--- src/rtl/sgd_wr_arbiter.sv ---
// Two-requester write arbiter feeding a single registered memory write port.
// Grants are burst-locked for BURST_LEN beats and ties alternate between requesters.
module sgd_wr_arbiter #(
    parameter int BURST_LEN = 4,
    parameter int CNT_BITS  = 3
) (
    input  logic         clk,
    input  logic         rst,
    input  logic [57:0]  req0_wr_addr,
    input  logic [7:0]   req0_wr_tag,
    input  logic         req0_wr_valid,
    input  logic [511:0] req0_tx_data,
    output logic         req0_wr_ready,
    input  logic [57:0]  req1_wr_addr,
    input  logic [7:0]   req1_wr_tag,
    input  logic         req1_wr_valid,
    input  logic [511:0] req1_tx_data,
    output logic         req1_wr_ready,
    output logic [57:0]  um_tx_wr_addr,
    output logic [7:0]   um_tx_wr_tag,
    output logic [511:0] um_tx_data,
    output logic         um_tx_wr_valid,
    input  logic         um_tx_wr_ready,
    output logic [31:0]  state_counters_wr_arbiter
);

    typedef enum logic [1:0] {
        IDLE   = 2'b00,
        GRANT0 = 2'b01,
        GRANT1 = 2'b10
    } state_t;

    state_t              state_q, state_d;
    logic                last_grant_q, last_grant_d;
    logic [CNT_BITS-1:0] beat_cnt_q, beat_cnt_d;
    logic [13:0]         beats0_q, beats1_q;
    logic                um_valid_q;
    logic [57:0]         um_addr_q;
    logic [7:0]          um_tag_q;
    logic [511:0]        um_data_q;

    logic out_free;
    logic acc0, acc1, acc;
    logic burst_end;

    // The output register can take a new beat when empty or draining this cycle.
    assign out_free  = ~um_valid_q | um_tx_wr_ready;
    assign acc0      = req0_wr_valid & req0_wr_ready;
    assign acc1      = req1_wr_valid & req1_wr_ready;
    assign acc       = acc0 | acc1;
    assign burst_end = acc & (beat_cnt_q == CNT_BITS'(BURST_LEN - 1));

    always_ff @(posedge clk) begin
        if (rst) begin
            state_q      <= IDLE;
            last_grant_q <= 1'b1;
            beat_cnt_q   <= '0;
        end else begin
            state_q      <= state_d;
            last_grant_q <= last_grant_d;
            beat_cnt_q   <= beat_cnt_d;
        end
    end

    always_comb begin
        state_d      = state_q;
        last_grant_d = last_grant_q;
        beat_cnt_d   = beat_cnt_q;
        case (state_q)
            IDLE: begin
                if (req0_wr_valid && req1_wr_valid) begin
                    state_d = last_grant_q ? GRANT0 : GRANT1;
                end else if (req0_wr_valid) begin
                    state_d = GRANT0;
                end else if (req1_wr_valid) begin
                    state_d = GRANT1;
                end
            end
            GRANT0: begin
                if (acc) beat_cnt_d = beat_cnt_q + CNT_BITS'(1);
                if (burst_end) begin
                    beat_cnt_d   = '0;
                    last_grant_d = 1'b0;
                    state_d      = req1_wr_valid ? GRANT1 : (req0_wr_valid ? GRANT0 : IDLE);
                end
            end
            GRANT1: begin
                if (acc) beat_cnt_d = beat_cnt_q + CNT_BITS'(1);
                if (burst_end) begin
                    beat_cnt_d   = '0;
                    last_grant_d = 1'b1;
                    state_d      = req0_wr_valid ? GRANT0 : (req1_wr_valid ? GRANT1 : IDLE);
                end
            end
            default: state_d = IDLE;
        endcase
    end

    always_comb begin
        req0_wr_ready = (state_q == GRANT0) & out_free;
        req1_wr_ready = (state_q == GRANT1) & out_free;
    end

    always_ff @(posedge clk) begin
        if (rst) begin
            um_valid_q <= 1'b0;
            beats0_q   <= '0;
            beats1_q   <= '0;
        end else begin
            if (out_free) um_valid_q <= acc;
            if (acc0) beats0_q <= beats0_q + 14'd1;
            if (acc1) beats1_q <= beats1_q + 14'd1;
        end
    end

    // Payload needs no reset: it is only observed while um_tx_wr_valid is high.
    always_ff @(posedge clk) begin
        if (out_free && acc) begin
            um_addr_q <= acc1 ? req1_wr_addr : req0_wr_addr;
            um_tag_q  <= acc1 ? req1_wr_tag  : req0_wr_tag;
            um_data_q <= acc1 ? req1_tx_data : req0_tx_data;
        end
    end

    assign um_tx_wr_valid = um_valid_q;
    assign um_tx_wr_addr  = um_addr_q;
    assign um_tx_wr_tag   = um_tag_q;
    assign um_tx_data     = um_data_q;
    assign state_counters_wr_arbiter = {beats1_q, beats0_q, 2'b00, state_q};

endmodule
--- config.mk ---
export PLATFORM = sky130hd
export DESIGN_NAME = sgd_wr_arbiter
export DESIGN_NICKNAME = d
export VERILOG_FILES = /design/src/rtl/sgd_wr_arbiter.sv
export SDC_FILE = /design/constraint.sdc
export NUM_CORES = 1
export LEC_CHECK = 0
export CAP_MARGIN = 20
export CORE_AREA = 2 2 698 700
export DETAILED_ROUTE_END_ITERATION = 6
export DIE_AREA = 0 0 700 702
export PLACE_DENSITY = 0.3
export SLEW_MARGIN = 20
export SYNTH_ARGS = -nofsm -noshare
export SYNTH_HDL_FRONTEND = slang
export SYNTH_SLANG_ARGS = --single-unit
export TNS_END_PERCENT = 50
--- constraint.sdc ---
create_clock -name clk -period 42.7 [get_ports clk]
set_input_delay 10.675 -clock clk [delete_from_list [all_inputs] [get_ports clk]]
set_output_delay 10.675 -clock clk [all_outputs]
set_load 0.03 [all_outputs]
==> qor.txt <==
HPWL after DPL - 294,000 µm
Hold_sp - beat_cnt_q[2]
Post-Route WL - 331,000 µm
Final worst-path cycle share - 54.9%
Worst-margin pin slew - 1170 ps
Clock skew - 82.8 ps
Vias per cell - 2.50
Drt pass-1 iters - 7
# fillers - 55.6k
Port buffer count - 1,771
Flops & latches, synth - 613
Total CTS buffers - 95
Number of synthesized flops with an enable pin - 578
Via count - 27.3k
Cells after synthesis - 2,648
CTS sink cnt - 613
Nets - 5,578
Worst hold path stage count - 2
Vias in the first global route - 27.4k
I/O pin total - 1,774
Layout cell share with drive strength beyond 1 - 5.22%
Cts hold-fix bufs - 0
Final Hold Viols - 0
Clk buf depth - 4
Peak supply drop - 0.0292 mV
Power per cell area - 60.9 nW/µm²
Post-route minimum period - 23,420 ps
CP most frequent cell - clkdlybuf4s50_1
Non-Filler Instances - 10.9k
Row count - 256
Area grow syn2layout - 109%
H-tree levels - 3
Unrepaired setup endpoints after global routing - false
Synth cell types - 43
Fmax - 42.7 MHz
Worst skew pair latency - 840 ps
Count of final setup violators - 0
Initial Util - 5.40%
Synth Cell Area - 26,200 µm²
CP Class - in2out
Reg2reg path depth - 9
Total negative setup slack - 0 ps
Maxcap violations - 0
Worst EP arrival - 12,750 ps
Worst r2r src - state_q[1]
Slew HR - 21.6%
GP Congestion - 0.912
Placed cells - 10.8k
Most common cell after layout, fill and taps aside - nand2_1
Post-route ant nets - 0
CP max-delay cell - clkdlybuf4s50_1
WL/cell - 30.3 µm
Core area - 484,000 µm²
Slowest stage delay, CP - 700 ps
Ys flop type - edfxtp_1
CTS tree - done
Grt ovf - 0
Die Area - 491,000 µm²
Worst path cell trace - clkdlybuf4s50_1, nand2b_1, and2_1, clkdlybuf4s50_1
Sequential-to-total area share from yosys stat - 69.0%
Root Driver - clkbuf_16
Initial DRC Count - 2,031
GRT Util Overall - 12.9%
Most frequent cells in the layout - nand2_1 (1,748), clkdlybuf4s50_1 (1,719), edfxtp_1 (578)
Worst r2r dst - um_tx_data[229]
Worst path required time - 32,030 ps
Largest area contributor in the netlist - edfxtp_1
Initial antenna violation count - 177
Slew Viols, Final - 0
Synth async-reset ratio - 0%
Min-delay worst type - reg2reg
Post-synth top area share - 66.4%
Post-synthesis area per instance - 9.88 µm²
Leak Pwr - 19.4 nW
Worst-path clk slew - 50 ps
Synthesis Warnings - 0
Status - finished clean
Critical Path Source Type - input port
Die Ht - 702 µm
Worst hold endpoint - beat_cnt_q[2]
CTS resizes - 0
Largest net degree at the start of global routing - 169
CP Max Fanout - 8
Crit end category - primary output
DRC violations left - 0
Flop2flop setup slack - 36,330 ps
Setup repair bufs after CTS - 0
Leading post-synthesis cells by cell area - edfxtp_1 (66%), nand2_1 (25%), dfxtp_1 (2.7%), clkbuf_1 (1.3%), buf_2 (0.75%)
Die W - 700 µm
Global-route wire length before repair - 390,000 µm
-- critical path, delay by kind of cell --
family	cells	cell delay [ps]
buffers and inverters	2	1360
and+or+nand+nor	2	700
-- where the power goes --
group	internal [mW]	total (mW)	switching, mW	leakage, nW
clock network	0.489	0.822	0.333	1.52
logic	0.400	1.47	1.07	12.3
registers	0.912	1.04	0.127	5.59
-- state kept, by name, summed over array words and instances, names as in the netlist --
signal	cells
um_tx_data	512
beats1_q	14
um_tx_wr_addr	58
state_q	2
beats0_q	14
beat_cnt_q	3
last_grant_q	1
um_tx_wr_valid	1
um_tx_wr_tag	8
-- metal layers --
metal	GRT usage, %	share of wire [%]	vias to the layer above
met1	15.6	41	13300
met3	6.75	12	318
met4	2.13	1.8	22
met2	20.4	45	1558
met5	0	0.045	-
li1	-	-	12200
-- cell type report --
class	count	area, µm²	share of cell area, %
sequential	613	18100	33.0
timing repair buffer	1804	17800	32.6
tap	6450	8070	14.8
multi-input combinational	1889	7520	13.8
clock buffer	109	2450	4.49
clock inverter	57	658	1.20
antenna	17	42.5	0.0778
inverter	7	26.3	0.0481
-- how the worst max path moves through the flow --
| stage | startpoint | endpoint |
|---|---|---|
| after floorplan | um_tx_wr_ready | beat_cnt_q[2] |
| after global placement | um_tx_wr_ready | req1_wr_ready |
| after detailed placement | um_tx_wr_ready | req1_wr_ready |
| after CTS | um_tx_wr_ready | req1_wr_ready |
| after global routing | um_tx_wr_ready | req1_wr_ready |
| final | um_tx_wr_ready | req1_wr_ready |
-- Yosys cell counts, drive strengths merged, types with 5 or more instances --
library cell / n
nand2: 1749
edfxtp: 578
clkbuf: 88
buf: 52
dfxtp: 35
nor2: 20
a21oi: 18
nand3: 10
xnor2: 10
ha: 7
inv: 7
o21ai: 7
o31ai: 7
or3: 7
or4: 7
nor4: 6
nand4: 5
-- cell families (layout without fill, tap and decap cells) --
logic type	after synthesis	count (layout)	share of synthesized area, %
multiplexers	3	3	0.120
adder cells (fa/ha/maj)	7	7	0.335
AND/OR/NAND/NOR	1826	1826	26.9
other	1	19	0.0143
XOR/XNOR	14	14	0.469
buffers and inverters	147	1977	2.32
AO/OA/AOI/OAI	37	37	0.847
flip-flops	613	613	69.0
-- stage by stage --
stage	setup WS, ps	util, %	hold WS [ps]	power [mW]	instance area (µm²)
2_1_floorplan	5030	-	403	1.74	26200
3_3_place_gp	19210	10.6	414	2.59	51500
3_5_place_dp	19220	10.6	421	2.58	51500
4_1_cts	19210	11.3	429	3.44	54600
5_1_grt	19220	11.3	457	3.50	54600
6_report	19280	11.3	429	3.33	54600
No activity file was read; power rests on OpenSTA's default activity.
